===== src/rtl/fetch_queue.sv =====
// fetch_queue: fetch PC owner and DEPTH-entry {pc,instr} buffer between imem and decode.
// Optional FETCH_STATS_EN adds fetch_cnt (pushes) and flush_cnt (redirect cycles).
`default_nettype none

module fetch_queue #(
  parameter logic [31:0] PC_INIT = 32'h0000_0000,
  parameter int          DEPTH   = 4
) (
  input  logic                       CLK,
  input  logic                       nRST,
  output logic                       imemREN,
  output logic [31:0]                imemaddr,
  input  logic                       ihit,
  input  logic [31:0]                imemload,
  input  logic                       redirect,
  input  logic [31:0]                redirect_pc,
  input  logic                       halt,
  input  logic                       deq,
  output logic                       instr_valid,
  output logic [31:0]                instr,
  output logic [31:0]                instr_pc,
  output logic [31:0]                instr_npc,
  output logic [$clog2(DEPTH+1)-1:0] count
`ifdef FETCH_STATS_EN
  ,
  output logic [31:0]                fetch_cnt,
  output logic [15:0]                flush_cnt
`endif
);

  localparam int PW = $clog2(DEPTH);
  localparam int CW = $clog2(DEPTH + 1);

  logic [31:0]   r_fpc;
  logic [CW-1:0] r_count;
  logic [PW-1:0] r_rd;
  logic [PW-1:0] r_wr;
  logic          r_halt;
  logic [31:0]   r_instr_mem [DEPTH];
  logic [31:0]   r_pc_mem    [DEPTH];

  logic w_full;
  logic w_valid;
  logic w_push;
  logic w_pop;

  assign w_full   = (r_count == CW'(DEPTH));
  assign w_valid  = (r_count != '0);
  // imemREN already excludes redirect, so a push never coincides with a flush.
  assign imemREN  = !w_full && !r_halt && !redirect;
  assign w_push   = ihit && imemREN;
  assign w_pop    = deq && w_valid;
  assign imemaddr = r_fpc;

  always_ff @(posedge CLK or negedge nRST) begin
    if (!nRST) begin
      r_fpc   <= PC_INIT;
      r_count <= '0;
      r_rd    <= '0;
      r_wr    <= '0;
      r_halt  <= 1'b0;
    end else begin
      if (halt) begin
        r_halt <= 1'b1;
      end
      if (redirect) begin
        r_fpc   <= {redirect_pc[31:2], 2'b00};
        r_count <= '0;
        r_rd    <= '0;
        r_wr    <= '0;
      end else begin
        if (w_push) begin
          r_wr  <= r_wr + PW'(1);
          r_fpc <= r_fpc + 32'd4;
        end
        if (w_pop) begin
          r_rd <= r_rd + PW'(1);
        end
        case ({w_push, w_pop})
          2'b10:   r_count <= r_count + CW'(1);
          2'b01:   r_count <= r_count - CW'(1);
          default: r_count <= r_count;
        endcase
      end
    end
  end

  // Storage needs no reset: count gates every read.
  always_ff @(posedge CLK) begin
    if (w_push) begin
      r_instr_mem[r_wr] <= imemload;
      r_pc_mem[r_wr]    <= r_fpc;
    end
  end

  assign instr_valid = w_valid;
  assign instr       = w_valid ? r_instr_mem[r_rd] : 32'h0;
  assign instr_pc    = w_valid ? r_pc_mem[r_rd] : 32'h0;
  assign instr_npc   = w_valid ? (r_pc_mem[r_rd] + 32'd4) : 32'h0;
  assign count       = r_count;

`ifdef FETCH_STATS_EN
  logic [31:0] r_fetch_cnt;
  logic [15:0] r_flush_cnt;

  always_ff @(posedge CLK or negedge nRST) begin
    if (!nRST) begin
      r_fetch_cnt <= '0;
      r_flush_cnt <= '0;
    end else begin
      if (w_push) begin
        r_fetch_cnt <= r_fetch_cnt + 32'd1;
      end
      if (redirect) begin
        r_flush_cnt <= r_flush_cnt + 16'd1;
      end
    end
  end

  assign fetch_cnt = r_fetch_cnt;
  assign flush_cnt = r_flush_cnt;
`endif

endmodule

`default_nettype wire

===== config.mk =====
export PLATFORM = sky130hd
export DESIGN_NAME = fetch_queue
export DESIGN_NICKNAME = d
export VERILOG_FILES = /design/src/rtl/fetch_queue.sv
export SDC_FILE = /design/constraint.sdc
export NUM_CORES = 1
export LEC_CHECK = 0
export CAP_MARGIN = 15
export CORE_UTILIZATION = 54
export CTS_CLUSTER_DIAMETER = 80
export DETAILED_ROUTE_END_ITERATION = 6
export GPL_ROUTABILITY_DRIVEN = 0
export PLACE_DENSITY_LB_ADDON = 0.12
export SLEW_MARGIN = 0
export SYNTH_ARGS = -nofsm -noshare
export SYNTH_HDL_FRONTEND = slang
export SYNTH_SLANG_ARGS = --single-unit

===== constraint.sdc =====
create_clock -name CLK -period 4.1 [get_ports CLK]
set_input_delay 0.82 -clock CLK [delete_from_list [all_inputs] [get_ports CLK]]
set_output_delay 0.82 -clock CLK [all_outputs]
set_load 0.005 [all_outputs]

==> results.md <==
- Outcome: complete, no violations
- Htree depth: 1
- Total grt overflow: 0
- Worst-case clock buffer depth: 3
- Net Sw Frac: 0.254
- Main flop type after synthesis: edfxtp_1
- Mapped Avg Cell Area: between 15 and 20 um^2
- Terminus of the critical flop-to-flop path: imemaddr[27]
- Nets: around 1,100
- Distinct cell type count after synthesis: between 50 and 60
- Max-cap violations: 0
- Sequential power share: 0.419
- Top cells by count, synth: edfxtp_1 (248), and2_1 (72), nor2_1 (54)
- Area Growth Syn to Fin: 27.8%
- Cell Area, Synth: between 10,000 and 15,000 um^2
- Crit-path leading delay family: buffers and inverters
- Period minus WS final: between 3000 and 4000 ps
- Vias in the first global route: 7,539
- Hold Crit Class: input pin to async pin
- Crit-path max FO: 10
- Setup Viol. Count Final: 0
- Post-route ant nets: 0
- Via density: about 5.8
- CP bufs+invs: 4
- CTS tree: built
- CP peak stage delay: approximately 520 ps
- Detailed Place HPWL: about 17 mm
- Clk pwr share: 0.319
- CTS Sinks: around 290
- Sequential area share after synthesis: 0.673
- Worst path cell trace: buf_12 -> mux4_2 -> buf_6 -> nand3_4 -> nor3_4 -> buf_6 -> nand4_1 -> xor2_1 -> nor2_1 -> clkdlybuf4s50_1
- Die X: around 150 um
- Pwr Density: 497 nW/um^2
- Total number of vias: between 7,000 and 8,000
- Period utilization: 0.966
- Clock transition at path regs: around 60 ps
- Largest net degree at the start of global routing: 44
- CP max-delay cell: dfrtp_4
- Fmax: 0.253 GHz
- GRT Total Usage: 0.233
- Seq cells post-synth: about 290
- Global-route wire length before repair: 42.1 mm
- Post-synth EDFFs: between 200 and 250
- Crit Path Class: flop to primary output
- Drt wl/cell: 20.5 um
- Post-synth ARST share: 0.133
- Area of the die: roughly 24,000 um^2
- Share of cells above drive strength 1: 0.168
- Worst Path Arrival: about 3100 ps
- Pint: 5.91 mW
- Initial antenna violation count: 0
- DRC: 0
- Drt first pass iters: 7
- Initial Utilization: 0.551
- RSZ-0062 raised after global routing: no
- Count leader, synth: edfxtp_1
- Leak: ~5.4 nW
- Synth area leaders: edfxtp_1 (60%), mux4_2 (8.1%), dfrtp_1 (7.6%), and2_1 (3.6%), mux4_1 (3.2%)
- Startpoint type of the worst setup path: flop
- Die Y: 154 um
- Worst Skew: 12.4 ps
- Worst Tran Pin Value: around 1100 ps
- Antenna fix cells: 0
- Final wirelength: roughly 27 mm
- Setup TNS: 0 ps
- Dominant cell type by area after synthesis: edfxtp_1
- Core Rows: 55
- Clk_lat worst skew: 540 ps
- Yosys warnings: 0
- DR iter-0 viols: between 500 and 600
- Worst vdd ir: just under 0.3 mV
- Core area: ~23,000 um^2
- Root buf cell: clkbuf_16
- Mapped Cells: around 770
- Worst reg2reg path depth: 6
- Switch Pwr: about 2.0 mW
- Fin. max-slew vios: 0
- WP data required: between 3000 and 4000 ps
- Slack of the worst reg-to-reg path: 1320 ps
- Comb pwr share: 0.262
- Port Buffers: around 190
- Cell mode on critical path: buf_6
- Clock buffer count from CTS: 29
- Slew margin rel.: 0.284
- Crit path from: r_rd[0]
- Post-synth top area share: 0.597
- Final-report hold violation count: 0
- Num ports: 203
- Launch point of the worst reg-to-reg path: imemaddr[10]
- Critical path endpoint category: primary output
- Final core occ: 0.704
-- power by group through the flow --
stage / Combinational [mW] / Clock (mW) / Sequential [mW]
final: 2.08 / 2.53 / 3.32
after CTS: 2.10 / 2.58 / 3.32
after floorplan: 0.988 / 0 / 3.34
after global routing: 2.26 / 2.68 / 3.33
after global placement: 2.00 / 0 / 3.40
after detailed placement: 2.01 / 0 / 3.41
-- metal layers --
layer,up-vias,share of wire,track usage
li1,3464,-,-
met1,3805,0.43,0.330
met2,269,0.49,0.381
met3,32,0.058,0.0375
met4,0,0.016,0.0571
met5,-,0,0
-- flip-flops by register name, summed over array words and instances (netlist names) --
| signal | cells |
|---|---|
| r_instr_mem | 128 |
| r_pc_mem | 120 |
| imemaddr | 30 |
| count | 3 |
| r_rd | 2 |
| r_wr | 2 |
| r_halt | 1 |
-- placed cells by master, fill, tap and decap left out, types with 7 or more instances in the layout --
cell             Yosys  layout
edfxtp_1           248     248
clkdlybuf4s50_1      0     183
and2_1              72      68
mux4_2              45      56
nor2_1              54      54
nand2_1             42      41
dfrtp_1             38      36
buf_4                6      35
clkbuf_16            0      29
o21ai_0             25      25
xor2_1              21      21
nand3_1             18      17
nand4_1             14      14
a221o_1             13      13
nor3_1              13      12
inv_1               10       9
and3_1               9       9
xnor2_1              8       8
a21oi_1              9       8
clkbuf_1            23       8
buf_12               2       8
mux2i_1              7       7
-- layout make-up --
class / instances / area (um^2)
Tap cell: 285 / 357
Clock inverter: 14 / 146
Timing Repair Buffer: 241 / 2400
Sequential cell: 286 / 8410
Multi-Input combinational cell: 440 / 3820
Fill cell: 1490 / 6700
Clock buffer: 38 / 769
Inverter: 10 / 37.5
-- stage by stage --
stage | std cells | setup slack [ps] | power, mW | hold WS (ps) | instance area, um^2
floorplan | 779 | 6.63 | 4.33 | 441 | 12500
global placement | 1247 | 241 | 5.40 | 457 | 14800
detailed placement | 1247 | 219 | 5.42 | 460 | 14800
CTS | 1308 | 6.30 | 7.99 | 423 | 15900
global route | 1314 | 11.2 | 8.27 | 473 | 15900
finish | 1314 | 141 | 7.93 | 408 | 15900
-- logic make-up (layout without fill, tap and decap cells) --
family / count (synthesis) / count (layout) / share of synthesized area
flops: 286 / 286 / 0.673
simple gates: 257 / 257 / 0.115
compound gates: 72 / 72 / 0.0400
mux: 69 / 69 / 0.120
buf+inv: 53 / 303 / 0.0231
xor+xnor: 29 / 29 / 0.0204
fa+ha+maj: 7 / 7 / 0.00763
other cells: 1 / 6 / 0.000301
-- how the worst max path moves through the flow --
stage	end	cells after the start
after floorplan	r_instr_mem[1][0]	7
after global placement	instr_npc[31]	6
after detailed placement	instr_npc[31]	6
after CTS	instr_npc[24]	10
after global routing	instr_npc[23]	10
final	instr_npc[23]	10
-- worst register-to-register path: stages (launching register included) --
cell	delay, ps
dfrtp_1	570
and4_1	330
nand3_1	230
nor4_1	970
a41oi_1	210
o21ai_0	180
o311ai_0	130
-- timing repair --
action,4_1_cts,5_1_grt
setup buffers,9,6
pin swaps,4,2
setup endpoints to repair,15,9
resized for setup,27,12
hold buffers,0,0
gates cloned,0,0
No activity file was read; power rests on OpenSTA's default activity.
==> RTL change, RTL diff (same settings) <==
Register the inputs `ihit`, `imemload`, `redirect_pc`, `halt` and `deq` before use, cleared by the reset. The logic sees them one clock later. The other inputs are not delayed to match.
--- a/src/rtl/fetch_queue.sv
+++ b/src/rtl/fetch_queue.sv
@@ -33,2 +33,24 @@
 
+  logic ihit_q;
+  logic [31:0] imemload_q;
+  logic [31:0] redirect_pc_q;
+  logic halt_q;
+  logic deq_q;
+
+  always_ff @(posedge CLK or negedge nRST) begin
+    if (!nRST) begin
+      ihit_q        <= '0;
+      imemload_q    <= '0;
+      redirect_pc_q <= '0;
+      halt_q        <= '0;
+      deq_q         <= '0;
+    end else begin
+      ihit_q        <= ihit;
+      imemload_q    <= imemload;
+      redirect_pc_q <= redirect_pc;
+      halt_q        <= halt;
+      deq_q         <= deq;
+    end
+  end
+
   logic [31:0]   r_fpc;
@@ -50,4 +72,4 @@
   assign imemREN  = !w_full && !r_halt && !redirect;
-  assign w_push   = ihit && imemREN;
-  assign w_pop    = deq && w_valid;
+  assign w_push   = ihit_q && imemREN;
+  assign w_pop    = deq_q && w_valid;
   assign imemaddr = r_fpc;
@@ -62,3 +84,3 @@
     end else begin
-      if (halt) begin
+      if (halt_q) begin
         r_halt <= 1'b1;
@@ -66,3 +88,3 @@
       if (redirect) begin
-        r_fpc   <= {redirect_pc[31:2], 2'b00};
+        r_fpc   <= {redirect_pc_q[31:2], 2'b00};
         r_count <= '0;
@@ -90,3 +112,3 @@
     if (w_push) begin
-      r_instr_mem[r_wr] <= imemload;
+      r_instr_mem[r_wr] <= imemload_q;
       r_pc_mem[r_wr]    <= r_fpc;
Function: changed (a bounded check fails within 4 cycles, from zero or initial values and one cycle with nRST low).
==> RTL change against the original RTL <==
The flow now finishes with violations (negative setup slack). Total power increased by 20%. Worst setup slack got worse by 240 ps. Sequential cell count rose by 65. Sequential share of layout area is 1.3 points higher. Synthesized area increased by 13%. First-iteration DRC count increased by 29%. Cell area grew 16%. Maximum frequency decreased by 5.6%. Routed wire length rose by 20%. Largest power group unchanged.
==> RTL change: results <==
group,metric,value,unit
synth,yosys-top-cells-count,"edfxtp_1, dfrtp_1, and2_1",
route,drt_iter0_markers,743,
clock_tree,cts_buffers,36,
grt,grt_max_degree,47,
route,wl_met2,15700,µm
grt,use_met1,35.1,%
place,dp.cells,1365,
grt,use_met2,39.4,%
place,place_ws,3.86,ps
synth,yosysSeqAreaShare,71.2,%
cells_and_area,nFillCells,1623,
timing,layout_setup_ws,-95.9,ps
timing,fin_setup_tns,-619,ps
cells_and_area,fin_cells,1493,
clock_tree,worstSkewPairLatency,520,ps
place,dpl-instance-area,0.0165,mm²
cells_and_area,clkCellAreaFrac,6.22,%
cells_and_area,clkbuf_count,46,
run_status,status,"complete, but fails checks",
grt,grt_use_total,24.7,%
cells_and_area,area_growth,31.8,%
cells_and_area,multi_input_cells,454,
cells_and_area,drive_gt1_share,24.2,%
clock_tree,clkSinkCount,351,
pwr,max-vdd-ir-drop,0.416,mV
grt,grt_pass1_wl,49100,µm
cells_and_area,bufAreaShareNonClock,14.9,%
synth,synth_cell_types,55,
run_status,violations,"negative setup slack",
setup_path,crit_fanout,8,
cells_and_area,inverters,11,
route,wirelength_met1,13600,µm
pwr,leakage,6.66,nW
timing,finalSetupViolations,10,
timing,slew_headroom,43.4,%
-- RTL change: worst max-delay path, cell delays in order, from the launching register on --
cell     delay (ps)
dfrtp_4         510
buf_6           140
buf_6           110
buf_8           130
buf_16          150
buf_12          140
mux4_2          390
nand4_1         110
or3_4           430
nor4_4          290
mux2_4          330
buf_6           120
-- RTL change: where the power goes --
group	leakage (nW)	switching (mW)	internal, mW
logic	2.63	0.982	1.35
registers	3.46	0.134	3.89
clock network	0.572	1.29	1.87
-- RTL change: what timing repair did --
| item | 4_1_cts | 5_1_grt |
|---|---|---|
| hold buffers | 0 | 0 |
| buffers inserted | 43 | 17 |
| resized for setup | 109 | 43 |
| pin swaps | 25 | 13 |
| gates cloned | 3 | 0 |
| endpoints found under the setup margin | 17 | 18 |
-- RTL change: logic make-up after synthesis --
group	after synthesis	synth area share (%)
compound gates	87	4.21
xor+xnor	13	0.809
fa+ha+maj	7	0.675
buf+inv	59	1.95
flops	351	71.2
mux	79	11.2
other cells	1	0.0266
simple gates	260	9.89
-- RTL change: worst paths after layout --
path                       slack [ps]  depth (start not counted)                          end                     start
max                              -100                         11                instr_npc[30]       r_rd[0]$_DFFE_PN0P_
min                               320                          1     imemload_q[21]$_DFF_PN0_                      nRST
max reg2reg                      1470                          5     imemaddr[28]$_DFFE_PN0N_  imemaddr[12]$_DFFE_PN0N_
min reg2reg                       440                          1           r_halt$_DFFE_PN0P_          halt_q$_DFF_PN0_
max in group asynchronous        2920                          2  redirect_pc_q[17]$_DFF_PN0_                      nRST
min in group CLK                  440                          1           r_halt$_DFFE_PN0P_          halt_q$_DFF_PN0_
